===== config.mk =====
export PLATFORM = sky130hd
export DESIGN_NAME = team_06_sample_byte_fifo
export DESIGN_NICKNAME = d
export VERILOG_FILES = /design/src/rtl/team_06_sample_byte_fifo.sv
export SDC_FILE = /design/constraint.sdc
export NUM_CORES = 1
export LEC_CHECK = 0
export CAP_MARGIN = 40
export CORE_AREA = 2 2 199 201
export CTS_CLUSTER_SIZE = 25
export DETAILED_ROUTE_END_ITERATION = 10
export DIE_AREA = 0 0 201 203
export PLACE_DENSITY = 0.48
export SLEW_MARGIN = 10
export SYNTH_ARGS = -nofsm -noshare
export SYNTH_HDL_FRONTEND = slang
export SYNTH_SLANG_ARGS = --single-unit

===== constraint.sdc =====
create_clock -name clk -period 7.5 [get_ports clk]
set_input_delay 1.875 -clock clk [delete_from_list [all_inputs] [get_ports clk]]
set_output_delay 1.875 -clock clk [all_outputs]
set_load 0.05 [all_outputs]

===== src/rtl/team_06_sample_byte_fifo.sv =====
// team_06_sample_byte_fifo
//   Sample FIFO feeding the SPI-to-ESP serializer. 16-bit samples are stored
//   in a DEPTH-entry FIFO. Each one is sent as two bytes, MSB byte first. The
//   current byte is held on byte_out with cs high. Each byte_ack pulse
//   advances the stream by one byte.
//   Optional build macro: TEAM_06_FIFO_STATS_EN adds a saturating
//   dropped-sample counter on the overflow_cnt port.

module team_06_sample_byte_fifo #(
  parameter int DEPTH  = 16,
  localparam int ADDR_W = $clog2(DEPTH)
) (
  input  logic              clk,
  input  logic              rst,
  input  logic [15:0]       sample_in,
  input  logic              sample_valid,
  input  logic              byte_ack,
  output logic [7:0]        byte_out,
  output logic              cs,
  output logic              fifo_full,
  output logic              fifo_empty,
  output logic [ADDR_W:0]   level,
  output logic              overflow
`ifdef TEAM_06_FIFO_STATS_EN
  ,
  output logic [7:0]        overflow_cnt
`endif
);

  localparam logic [ADDR_W:0]   FULL_LEVEL = (ADDR_W+1)'(DEPTH);
  localparam logic [ADDR_W:0]   LEVEL_ONE  = (ADDR_W+1)'(1);
  localparam logic [ADDR_W-1:0] PTR_ONE    = ADDR_W'(1);

  typedef enum logic [1:0] {
    ST_IDLE    = 2'd0,
    ST_SEND_HI = 2'd1,
    ST_SEND_LO = 2'd2
  } state_t;

  // Storage and pointers
  logic [15:0]       mem_q [DEPTH];
  logic [ADDR_W-1:0] wr_ptr_q, wr_ptr_d;
  logic [ADDR_W-1:0] rd_ptr_q, rd_ptr_d;
  logic [ADDR_W:0]   level_q, level_d;
  logic              full_q, full_d;
  logic              empty_q, empty_d;
  logic              overflow_q, overflow_d;

  // Byte sender
  state_t            state_q, state_d;
  logic [7:0]        byte_out_q, byte_out_d;
  logic              cs_q, cs_d;
  logic [7:0]        lo_hold_q, lo_hold_d;

  // Per-cycle events
  logic              pop_s;
  logic              wr_en_s;
  logic              drop_s;
  logic [15:0]       rd_data_s;

`ifdef TEAM_06_FIFO_STATS_EN
  logic [7:0]        overflow_cnt_q, overflow_cnt_d;
`endif

  assign rd_data_s = mem_q[rd_ptr_q];

  // Sender FSM: decides when to pop and what byte to present next
  always_comb begin
    state_d    = state_q;
    byte_out_d = byte_out_q;
    cs_d       = cs_q;
    lo_hold_d  = lo_hold_q;
    pop_s      = 1'b0;
    case (state_q)
      ST_IDLE: begin
        if (!empty_q) begin
          pop_s      = 1'b1;
          byte_out_d = rd_data_s[15:8];
          lo_hold_d  = rd_data_s[7:0];
          cs_d       = 1'b1;
          state_d    = ST_SEND_HI;
        end else begin
          byte_out_d = 8'h00;
          cs_d       = 1'b0;
          state_d    = ST_IDLE;
        end
      end
      ST_SEND_HI: begin
        if (byte_ack) begin
          byte_out_d = lo_hold_q;
          state_d    = ST_SEND_LO;
        end else begin
          state_d    = ST_SEND_HI;
        end
      end
      ST_SEND_LO: begin
        if (byte_ack) begin
          if (!empty_q) begin
            // Gapless hand-over to the next sample: cs stays high
            pop_s      = 1'b1;
            byte_out_d = rd_data_s[15:8];
            lo_hold_d  = rd_data_s[7:0];
            cs_d       = 1'b1;
            state_d    = ST_SEND_HI;
          end else begin
            byte_out_d = 8'h00;
            cs_d       = 1'b0;
            state_d    = ST_IDLE;
          end
        end else begin
          state_d    = ST_SEND_LO;
        end
      end
      default: begin
        byte_out_d = 8'h00;
        cs_d       = 1'b0;
        lo_hold_d  = 8'h00;
        state_d    = ST_IDLE;
      end
    endcase
  end

  // FIFO bookkeeping: accept/drop writes, advance pointers, track level and flags
  always_comb begin
    wr_en_s    = 1'b0;
    drop_s     = 1'b0;
    wr_ptr_d   = wr_ptr_q;
    rd_ptr_d   = rd_ptr_q;
    level_d    = level_q;
    overflow_d = overflow_q;

    // A pop in the same cycle frees a slot, so a full FIFO can still accept
    if (sample_valid && (!full_q || pop_s)) begin
      wr_en_s  = 1'b1;
      wr_ptr_d = wr_ptr_q + PTR_ONE;
    end else if (sample_valid) begin
      drop_s     = 1'b1;
      overflow_d = 1'b1;
    end else begin
      wr_en_s = 1'b0;
    end

    if (pop_s) begin
      rd_ptr_d = rd_ptr_q + PTR_ONE;
    end else begin
      rd_ptr_d = rd_ptr_q;
    end

    case ({wr_en_s, pop_s})
      2'b10:   level_d = level_q + LEVEL_ONE;
      2'b01:   level_d = level_q - LEVEL_ONE;
      default: level_d = level_q;
    endcase

    full_d  = (level_d == FULL_LEVEL);
    empty_d = (level_d == {(ADDR_W+1){1'b0}});
  end

`ifdef TEAM_06_FIFO_STATS_EN
  // Dropped-sample counter, saturating at its maximum
  always_comb begin
    if (drop_s && (overflow_cnt_q != 8'hFF)) begin
      overflow_cnt_d = overflow_cnt_q + 8'd1;
    end else begin
      overflow_cnt_d = overflow_cnt_q;
    end
  end

  // Dropped-sample counter register
  always_ff @(posedge clk or posedge rst) begin
    if (rst) begin
      overflow_cnt_q <= 8'h00;
    end else begin
      overflow_cnt_q <= overflow_cnt_d;
    end
  end

  assign overflow_cnt = overflow_cnt_q;
`endif

  // Sample storage; contents are meaningless outside the pointer window, so no reset
  always_ff @(posedge clk) begin
    if (wr_en_s) begin
      mem_q[wr_ptr_q] <= sample_in;
    end
  end

  // Control and output registers
  always_ff @(posedge clk or posedge rst) begin
    if (rst) begin
      wr_ptr_q   <= '0;
      rd_ptr_q   <= '0;
      level_q    <= '0;
      full_q     <= 1'b0;
      empty_q    <= 1'b1;
      overflow_q <= 1'b0;
      state_q    <= ST_IDLE;
      byte_out_q <= 8'h00;
      cs_q       <= 1'b0;
      lo_hold_q  <= 8'h00;
    end else begin
      wr_ptr_q   <= wr_ptr_d;
      rd_ptr_q   <= rd_ptr_d;
      level_q    <= level_d;
      full_q     <= full_d;
      empty_q    <= empty_d;
      overflow_q <= overflow_d;
      state_q    <= state_d;
      byte_out_q <= byte_out_d;
      cs_q       <= cs_d;
      lo_hold_q  <= lo_hold_d;
    end
  end

  assign byte_out   = byte_out_q;
  assign cs         = cs_q;
  assign fifo_full  = full_q;
  assign fifo_empty = empty_q;
  assign level      = level_q;
  assign overflow   = overflow_q;

  team_06_sample_byte_fifo_chk #(
    .DEPTH (DEPTH)
  ) u_chk (
    .clk        (clk),
    .rst        (rst),
    .byte_out   (byte_out_q),
    .cs         (cs_q),
    .fifo_full  (full_q),
    .fifo_empty (empty_q),
    .level      (level_q),
    .overflow   (overflow_q)
  );

endmodule

// Structural invariants of the FIFO outputs; has no effect on the logic.
module team_06_sample_byte_fifo_chk #(
  parameter int DEPTH  = 16,
  localparam int ADDR_W = $clog2(DEPTH)
) (
  input logic            clk,
  input logic            rst,
  input logic [7:0]      byte_out,
  input logic            cs,
  input logic            fifo_full,
  input logic            fifo_empty,
  input logic [ADDR_W:0] level,
  input logic            overflow
);

  localparam logic [ADDR_W:0] FULL_LEVEL = (ADDR_W+1)'(DEPTH);

  a_flags_exclusive: assert property (@(posedge clk) disable iff (rst)
    !(fifo_full && fifo_empty));

  a_level_bound: assert property (@(posedge clk) disable iff (rst)
    level <= FULL_LEVEL);

  a_idle_byte_zero: assert property (@(posedge clk) disable iff (rst)
    !cs |-> (byte_out == 8'h00));

  a_overflow_sticky: assert property (@(posedge clk) disable iff (rst)
    $past(overflow) |-> overflow);

endmodule


==> results of run 1 <==
-- worst max-delay path: stages --
cell and delay (ps):
clkdlybuf4s50_1 530, nor2b_1 500, o21ai_2 220, nand2_1 180, ha_1 350, ha_1 340, a21o_1 230, a2111oi_0 380
nand4b_1 210, nor4bb_1 230
-- power groups by stage --
stage	sequential, mW	clock, mW	combinational [mW]
final	2.21	1.49	1.58
after global routing	2.24	1.58	1.72
after detailed placement	2.24	0	1.60
after floorplan	2.24	0	1.03
after global placement	2.23	0	1.55
after CTS	2.21	1.53	1.61
-- metal layers --
layer	global-route usage [%]	routed length [um]	up-vias	share of wire (%)
li1	-	-	2531	-
met1	19.74	12800	3174	45
met2	23.58	13770	136	48
met3	2.071	1247	39	4.4
met4	3.307	580	0	2.0
met5	0	0	-	0
-- cell families (layout without fill, tap and decap cells) --
group           count (synthesis)  count (layout)  synth area share, %
compound gates                 44              44                2.932
xor+xnor                        8               8               0.6104
fa+ha+maj                      10              10                1.155
buf+inv                        40             131                1.689
flops                         291             291                74.60
mux                            72              72                13.29
simple gates                  127             127                5.722
-- Yosys cell counts, types with 2 or more instances --
library cell	n	area, sq um
mux4_2	64	1441
nand3_1	12	60.06
buf_4	2	15.01
mux2i_1	5	50.05
nor4_1	2	12.51
dfrtp_1	34	850.8
nand4_1	14	87.58
nor3_1	7	35.03
or2_2	2	12.51
a221o_1	2	20.02
nor2_1	35	131.4
a2111o_1	6	67.56
o21ai_0	3	15.01
buf_2	14	70.07
inv_1	11	41.29
nand2b_1	9	56.30
a2111oi_0	2	17.52
edfxtp_1	256	7687
nand2_1	19	71.32
ha_1	9	112.6
o32ai_1	2	17.52
xnor2_1	7	61.31
a22o_1	3	26.28
buf_1	4	15.01
nor3b_1	8	60.06
nor2b_1	4	25.02
mux2_2	3	33.78
and3_1	4	25.02
a21oi_1	9	45.04
or3_1	6	37.54
a22oi_1	7	52.55
clkbuf_1	7	26.28
a21o_1	3	22.52
-- registers in the layout, indices dropped and copies added, names as in the netlist --
signal,cells
mem_q,256
overflow,1
wr_ptr_q,4
cs,1
level,5
state_q,2
lo_hold_q,8
fifo_empty,1
fifo_full,1
byte_out,8
rd_ptr_q,4
-- area by class of cell --
type | instances | area (sq um)
Fill cell | 3579 | 24840
Sequential cell | 291 | 8571
Multi-Input combinational cell | 261 | 2771
Clock buffer | 43 | 850.8
Tap cell | 518 | 648.1
Timing Repair Buffer | 64 | 596.8
Clock inverter | 13 | 147.6
Inverter | 11 | 41.29
-- per-stage QoR --
| stage | total power [mW] | std cells | cell area (sq um) | worst slack [ps] |
|---|---|---|---|---|
| after floorplan | 3.275 | 592 | 11480 | 3299 |
| after global placement | 3.783 | 1140 | 12560 | 2512 |
| after detailed placement | 3.846 | 1145 | 12630 | 2401 |
| after CTS | 5.348 | 1201 | 13630 | 2972 |
| after global routing | 5.545 | 1201 | 13630 | 2672 |
| final | 5.279 | 1201 | 13630 | 2914 |
-- placed cells by master, fill, tap and decap left out, types with 3 or more instances in the layout --
cell type        synthesis  routed
nor3_1                   7       3
xnor2_1                  7       7
edfxtp_1               256     256
clkbuf_1                 7       9
dfrtp_1                 34      31
nor2_2                   0      12
inv_1                   11      10
nor2_1                  35      23
or3_1                    6       6
buf_4                    2      25
a21oi_1                  9       9
nor3b_1                  8       8
mux2i_1                  5       5
a21o_1                   3       3
a2111o_1                 6       6
mux4_2                  64      64
nand2_1                 19      19
nand3_1                 12      12
a22o_1                   3       3
clkinv_2                 0       5
nand2b_1                 9       9
nand4_1                 14      14
nor3_2                   0       4
clkbuf_16                0      31
nor2b_1                  4       4
o21ai_0                  3       3
and3_1                   4       4
bufinv_16                0       3
a22oi_1                  7       7
clkdlybuf4s50_1          0      36
ha_1                     9       9
clkinv_1                 0       3
mux2_2                   3       3
clkbuf_8                 0       3
-- final timing paths --
check	from	endpoint	slack, ps	depth (start not counted)
hold / removal	overflow	overflow	510	1
hold reg to reg	overflow	overflow	510	1
max in group asynchronous	rst	rd_ptr_q[0]	5290	3
setup / recovery	byte_ack	fifo_empty	2910	10
min in group asynchronous	rst	level[0]	1780	3
setup reg to reg	state_q[0]	fifo_empty	4310	9
==> metrics.txt, run 1 <==
Crit. End Element flop; DR pass1 iterations 5; vias in the first global route 6260; Die Span Y 203 um; RSZ-0062 raised after global routing false; DRC errors left 0; # rows 72; Net Count, Synth 622; n_diodes 0; Req. time, crit path 7960 ps; Post-synth top flop edfxtp_1; Hold Path Class reg2reg; outcome completed; total CTS buffers 30; GRT Residual Overflow 0; EDFF count, synth 256; CTS tree built; Async S/R FF share, synth 12.03%; DR vias/cell 4.896; # IOs 37; Port Buffers 36; Slew @ Worst Pin 793.4 ps; Total Routing Usage GR 14.19%; first-pass GRT wire length 42620 um; period utilisation layout 61.14%; Worst Path Arrival 5040 ps; Clock Pin Slew Worst Setup and Hold Paths 70 ps; Syn Inst Count 592; clk root buf clkbuf_16; share of layout cells above drive strength 1 23.87%; Initial Utilization 29.84%; power share of the sequential group 41.8%; critical-path maximum fanout 8; DRT iter0 DRCs 518; die area 40800 sq um; crit start category input pin; area grow syn2layout 18.70%; drt wl/cell 23.65 um; WHS 508.6 ps; CTS Sinks 291; Clock Path Buffers 3; FMAX 218.1 MHz; worst vdd ir 0.1582 mV; relative slew slack 46.70%; total of max-cap violations 0; final max-slew violation count 0; fin nets 689; gpl congestion 0.7549; Logic pwr share 29.9%; Clk network pwr share 28.3%; Core Footprint 38470 sq um; DP HPWL 16760 um; PwrDens 387.4 nW/um^2; CTS HTree Levels 1; Int Pwr 3.576 mW; # setup viols final 0; skew final 16.81 ps; final worst path period need 4586 ps; Synth Register Bits 291; Net Sw Frac 32.26%; Hold Buf Count CTS 0; Routed Antenna Nets 0; final core occ 35.42%; sw power 1.703 mW; Leakage 4.502 nW; DIE WIDTH 201 um; Avg Cell Area, Syn 19.39 sq um; Setup Buffers After CTS 0; TNS Setup 0 ps; Synthesis Warnings 0; largest net degree at the start of global routing 48; post-CTS sizing 0; antenna violations before repair 0; register area share after synthesis 74.60%; Mapped Area 11480 sq um; Total Routed Length 28400 um; Clock Latency Late Sink 550 ps; distinct cell type count of the synthesized netlist 50; WS Path Type in2reg; Final Hold Vio Count 0; vias 5880
No activity file was read; power rests on OpenSTA's default activity.
==> run 2, diff against run 1 <==
==> constraint.sdc (replaced) <==
create_clock -name clk -period 4.4 [get_ports clk]
set_input_delay 1.1 -clock clk [delete_from_list [all_inputs] [get_ports clk]]
set_output_delay 1.1 -clock clk [all_outputs]
set_load 0.05 [all_outputs]
==> metrics.txt, run 2 (same netlist as run 1, synthesis figures left out) <==
most common cell after layout, fill and taps aside edfxtp_1 (unchanged); GRT Residual Overflow 0 (unchanged); skew final 9.765 ps (was 16.81 ps); DR vias/cell 4.914 (was 4.896); worst vdd ir 0.3022 mV (was 0.1582 mV); DIE WIDTH 201 um (unchanged); Clock Path Buffers 3 (unchanged); # rows 72 (unchanged); # setup viols final 0 (unchanged); FMAX 282.2 MHz; DRC errors left 0 (unchanged); TNS Setup 0 ps (unchanged); vias in the first global route 6296 (was 6260); Setup Buffers After CTS 0 (unchanged); CTS HTree Levels 2 (was 1); DP HPWL 17400 um (was 16760 um); total of max-cap violations 0 (unchanged); gpl congestion 0.7269 (was 0.7549); Hold Path Class reg2reg (unchanged); n_diodes 0 (unchanged); WP depth 10 (unchanged); Clock Latency Late Sink 510 ps (was 550 ps); largest reg by FF count mem_q (unchanged); period utilisation layout 80.53%; post-CTS sizing 0 (unchanged); # IOs 37 (unchanged); share of layout cells above drive strength 1 25.00% (was 23.87%); die area 40800 sq um (unchanged); Clock Pin Slew Worst Setup and Hold Paths 60 ps (was 70 ps); Core Footprint 38470 sq um (unchanged); FILL cells 3590 (was 3579); Die Span Y 203 um (unchanged); vias 5966 (was 5880); critical path's top delay family adder cells (was simple AND/OR/NAND/NOR gates); Crit. End Element flop (unchanged); RSZ-0062 raised after global routing false (unchanged); Routed Antenna Nets 0 (unchanged); Leakage 4.583 nW (was 4.502 nW); Total Routed Length 28320 um (was 28400 um); dpl cells 1154 (was 1145); fin nets 702 (was 689); CTS Sinks 291 (unchanged); reg2reg path depth 9 (unchanged); final max-slew violation count 0 (unchanged); antenna violations before repair 0 (unchanged); Reg area 8571 sq um (unchanged); crit-path max cell delay 630 ps (was 530 ps); Final Hold Vio Count 0 (unchanged); Crit-path slowest cell clkdlybuf4s50_1 (unchanged); critical-path maximum fanout 7 (was 8); multi-input logic area 2771 sq um (unchanged); Initial Utilization 29.84% (unchanged); outcome completed (unchanged); worst reg2reg setup slack 1370 ps (was 4310 ps); commonest cells after routing, fill and taps aside edfxtp_1, mux4_2, clkdlybuf4s50_1, clkbuf_16, buf_4 (was edfxtp_1, mux4_2, clkdlybuf4s50_1, dfrtp_1, clkbuf_16); crit start category input pin (unchanged); Total Routing Usage GR 14.18% (was 14.19%); relative slew slack 50.58% (was 46.70%); Cell Count, Final, Fillers Out 1214 (was 1201); Slew @ Worst Pin 741.3 ps (was 793.4 ps); CTS tree built (unchanged); Hold Buf Count CTS 0 (unchanged); first-pass GRT wire length 42380 um (was 42620 um); final worst path period need 3543 ps; DR pass1 iterations 4 (was 5); max FFs per register 256 (unchanged); PwrDens 666.7 nW/um^2 (was 387.4 nW/um^2); Port Buffers 36 (unchanged); Cell Chain, Critical Path clkdlybuf4s50_1, nor2b_1, o21ai_2, nand2_1, ha_1, fa_1, a21o_1, a21oi_1, mux2i_1, nor4bb_1 (was clkdlybuf4s50_1, nor2b_1, o21ai_2, nand2_1, ha_1, ha_1, a21o_1, a2111oi_0, nand4b_1, nor4bb_1); DRT iter0 DRCs 440 (was 518); worst hold stages 1 (unchanged); clk root buf clkbuf_16 (unchanged); Worst Path Arrival 3950 ps (was 5040 ps); largest net degree at the start of global routing 48 (unchanged); CP bufs+invs 1 (unchanged); total CTS buffers 34 (was 30); Post-DP Area 12700 sq um (was 12630 sq um); drt wl/cell 23.33 um (was 23.65 um); design area 13760 sq um (was 13630 sq um); area grow syn2layout 19.89% (was 18.70%); WS Path Type in2reg (unchanged); Req. time, crit path 4800 ps (was 7960 ps)
## run 2: cell types whose count changed in the layout (fill, tap and decap cells not counted), sizes merged
cell	change
bufinv	-1
clkdlybuf4s15	-1
clkbuf	+3
clkinvlp	+1
clkdlybuf4s18	-1
buf	+11
inv	+1
## run 2: final timing paths
check / from / endpoint
max in group asynchronous: rst / rd_ptr_q[0]
worst min register to register: overflow / overflow
worst min-delay path: overflow / overflow
min in group asynchronous: rst / state_q[0]
worst max-delay path: byte_ack / fifo_empty
worst max register to register: state_q[0] / fifo_empty
## run 2: area by class of cell
cell class / count / area share [%]
flip-flops and latches: 291 / 62.27
multi-input cells: 261 / 20.14
clock buffers: 46 / 6.809
repair buffers: 73 / 4.873
well taps: 518 / 4.709
clock inverters: 14 / 0.9000
inverters: 11 / 0.3000
## run 2: power by group
part	internal, mW	total, mW	leakage, nW	switching, mW
clock	1.61	2.68	0.515	1.07
combinational	1.20	2.78	1.33	1.58
sequential	3.42	3.72	2.74	0.303
total	6.23	9.18	4.58	2.95
## run 2: worst reg2reg max path: cells and delay by family (launching register included)
kind | cells | cell delay [ps]
compound gates | 3 | 550
flops | 1 | 470
fa+ha+maj | 2 | 750
mux | 1 | 300
simple gates | 3 | 850
## run 2: per-layer routing
layer  up-vias  share of wire, %  GRT usage (%)
met1      3223                46          19.88
met3        36               4.5          2.504
met4         0               1.7          3.545
met5         -                 0              0
met2       137                48          22.95
li1       2570                 -              -
## run 2: metrics by stage
stage | util (%) | setup slack [ps] | power, mW | hold WS, ps
global route | 35.78 | 599.5 | 9.614 | 500.9
CTS | 35.78 | 839.6 | 9.298 | 501.6
floorplan | - | 973.6 | 5.583 | 466.6
detailed placement | 33.02 | 323.3 | 6.591 | 485.5
finish | 35.78 | 856.6 | 9.176 | 491.3
global placement | 32.86 | 496.3 | 6.460 | 489.2
==> run 3, diff against run 2 <==
--- a/config.mk
+++ b/config.mk
@@ -10,7 +10,7 @@
 export CTS_CLUSTER_SIZE = 25
 export DETAILED_ROUTE_END_ITERATION = 10
 export DIE_AREA = 0 0 201 203
-export PLACE_DENSITY = 0.48
+export PLACE_DENSITY = 0.49
 export SLEW_MARGIN = 10
 export SYNTH_ARGS = -nofsm -noshare
 export SYNTH_HDL_FRONTEND = slang
==> constraint.sdc (replaced) <==
create_clock -name clk -period 2.9 [get_ports clk]
set_input_delay 0.725 -clock clk [delete_from_list [all_inputs] [get_ports clk]]
set_output_delay 0.725 -clock clk [all_outputs]
set_load 0.05 [all_outputs]
==> metrics.txt, run 3 (same netlist as run 1, synthesis figures left out) <==
first-pass GRT wire length 43040 um (was 42380 um); vias in the first global route 6559 (was 6296); CTS Sinks 291 (unchanged); final worst path period need 2809 ps; CP bufs+invs 3 (was 1); worst vdd ir 0.4020 mV (was 0.3022 mV); WHS 519.9 ps (was 491.3 ps); Die Span Y 203 um (unchanged); Crit-path slowest cell a2111oi_1 (was clkdlybuf4s50_1); crit-path max cell delay 460 ps (was 630 ps); Port Buffers 36 (unchanged); post-placement worst setup slack -527.3 ps (was 323.3 ps); Final Worst Setup Slack 90.52 ps (was 856.6 ps); DR vias/cell 4.924 (was 4.914); skew final 13.77 ps (was 9.765 ps); Cell Chain, Critical Path clkdlybuf4s50_1, nor2b_2, buf_4, nor2_2, ha_2, buf_4, ha_1, a21o_1, a2111oi_1, nand3b_1, a211oi_1 (was clkdlybuf4s50_1, nor2b_1, o21ai_2, nand2_1, ha_1, fa_1, a21o_1, a21oi_1, mux2i_1, nor4bb_1); commonest cells after routing, fill and taps aside edfxtp_1, mux4_2, buf_4, clkdlybuf4s50_1 (was edfxtp_1, mux4_2, clkdlybuf4s50_1, clkbuf_16, buf_4); Crit. End Element flop (unchanged); n_diodes 0 (unchanged); CTS HTree Levels 1 (was 2); CTS tree built (unchanged); highest routed layer met4 (unchanged); RSZ-0062 raised after global routing true (was false); WS Path Type in2reg (unchanged); total CTS buffers 31 (was 34); met2 routed WL 13570 um (was 13480 um); outcome completed (unchanged); Design Power 13.92 mW (was 9.176 mW); Cell Count, Final, Fillers Out 1239 (was 1214); Total Routed Length 28690 um (was 28320 um); period utilisation layout 96.88%; # setup viols final 0 (unchanged); dpl cells 1182 (was 1154); DRC errors left 0 (unchanged); clk root buf clkbuf_16 (unchanged); # rows 72 (unchanged); largest net degree at the start of global routing 36 (was 48); crit start category input pin (unchanged); Slew @ Worst Pin 655.4 ps (was 741.3 ps); DRT iter0 DRCs 452 (was 440); total of max-cap violations 0 (unchanged); die area 40800 sq um (unchanged); critical-path maximum fanout 5 (was 7); DP HPWL 18360 um (was 17400 um); most common cell after layout, fill and taps aside edfxtp_1 (unchanged); DR pass1 iterations 5 (was 4); GRT Residual Overflow 0 (unchanged); vias 6101 (was 5966); final max-slew violation count 0 (unchanged); crit-path most repeated cell buf_4; fin nets 728 (was 702); drt wl/cell 23.16 um (was 23.33 um); DIE WIDTH 201 um (unchanged); Hold Path Class reg2reg (unchanged); Clock Pin Slew Worst Setup and Hold Paths 60 ps (about the same); Initial Utilization 29.84% (unchanged); Req. time, crit path 3320 ps (was 4800 ps); Clock Latency Late Sink 560 ps (was 510 ps); gpl congestion 0.8327 (was 0.7269); area grow syn2layout 21.93% (was 19.89%); relative slew slack 56.17% (was 50.58%); Worst Path Arrival 3230 ps (was 3950 ps); Routed Antenna Nets 0 (unchanged); max FFs per register 256 (unchanged); DRT met1 WL 13100 um (was 13080 um); antenna violations before repair 0 (unchanged); # IOs 37 (unchanged); Final Hold Vio Count 0 (unchanged); Total Routing Usage GR 14.28% (was 14.18%); FMAX 355.9 MHz; Leakage 4.690 nW (was 4.583 nW); PwrDens 994.8 nW/um^2 (was 666.7 nW/um^2); Core Footprint 38470 sq um (unchanged); share of layout cells above drive strength 1 28.29% (was 25.00%); met3 WL 1274 um (was 1264 um); Clock Path Buffers 3 (unchanged); largest reg by FF count mem_q (unchanged); critical path's top delay family buffers and inverters (was adder cells)
[run 3: repair_timing]
item	in CTS	in global routing
resized for setup	0	5
setup endpoints to repair	0	4
buffers inserted	0	1
hold buffers	0	0
[run 3: worst paths after layout]
path                       cells past startpoint           end  slack [ps]         start
max                                           11     fifo_full          90      byte_ack
min                                            1  lo_hold_q[6]         520  lo_hold_q[6]
max reg2reg                                   10     fifo_full         110    fifo_empty
min reg2reg                                    1  lo_hold_q[6]         520  lo_hold_q[6]
max in group asynchronous                      3   rd_ptr_q[0]        1850           rst
min in group asynchronous                      3  lo_hold_q[7]         610           rst
[run 3: metal layers]
metal / vias to the layer above / global-route usage, %
met5: - / 0
met4: 0 / 4.259
met3: 49 / 2.039
met2: 172 / 23.37
met1: 3248 / 19.83
li1: 2632 / -
[run 3: area by class of cell]
class	instances	area, sq um
Clock buffer	34	787.0
Clock inverter	22	193.9
Fill cell	3584	24470
Inverter	11	41.29
Multi-Input combinational cell	261	2800
Sequential cell	291	8571
Tap cell	518	648.1
Timing Repair Buffer	102	955.9
[run 3: through the flow]
stage          TNS [ps]  utilization (%)  instance area [sq um]
3_5_place_dp      -1797            33.78                  12990
6_report              0            36.39                  14000
5_1_grt          -78.83            36.39                  14000
3_3_place_gp      -1085            33.68                  12960
2_1_floorplan         0                -                  11500
4_1_cts               0            36.33                  13970
[run 3: where the power goes]
group          switching, mW  total (mW)  internal, mW
Combinational           2.46        4.47          2.01
Clock                   1.57        3.78          2.21
Sequential             0.500        5.68          5.18
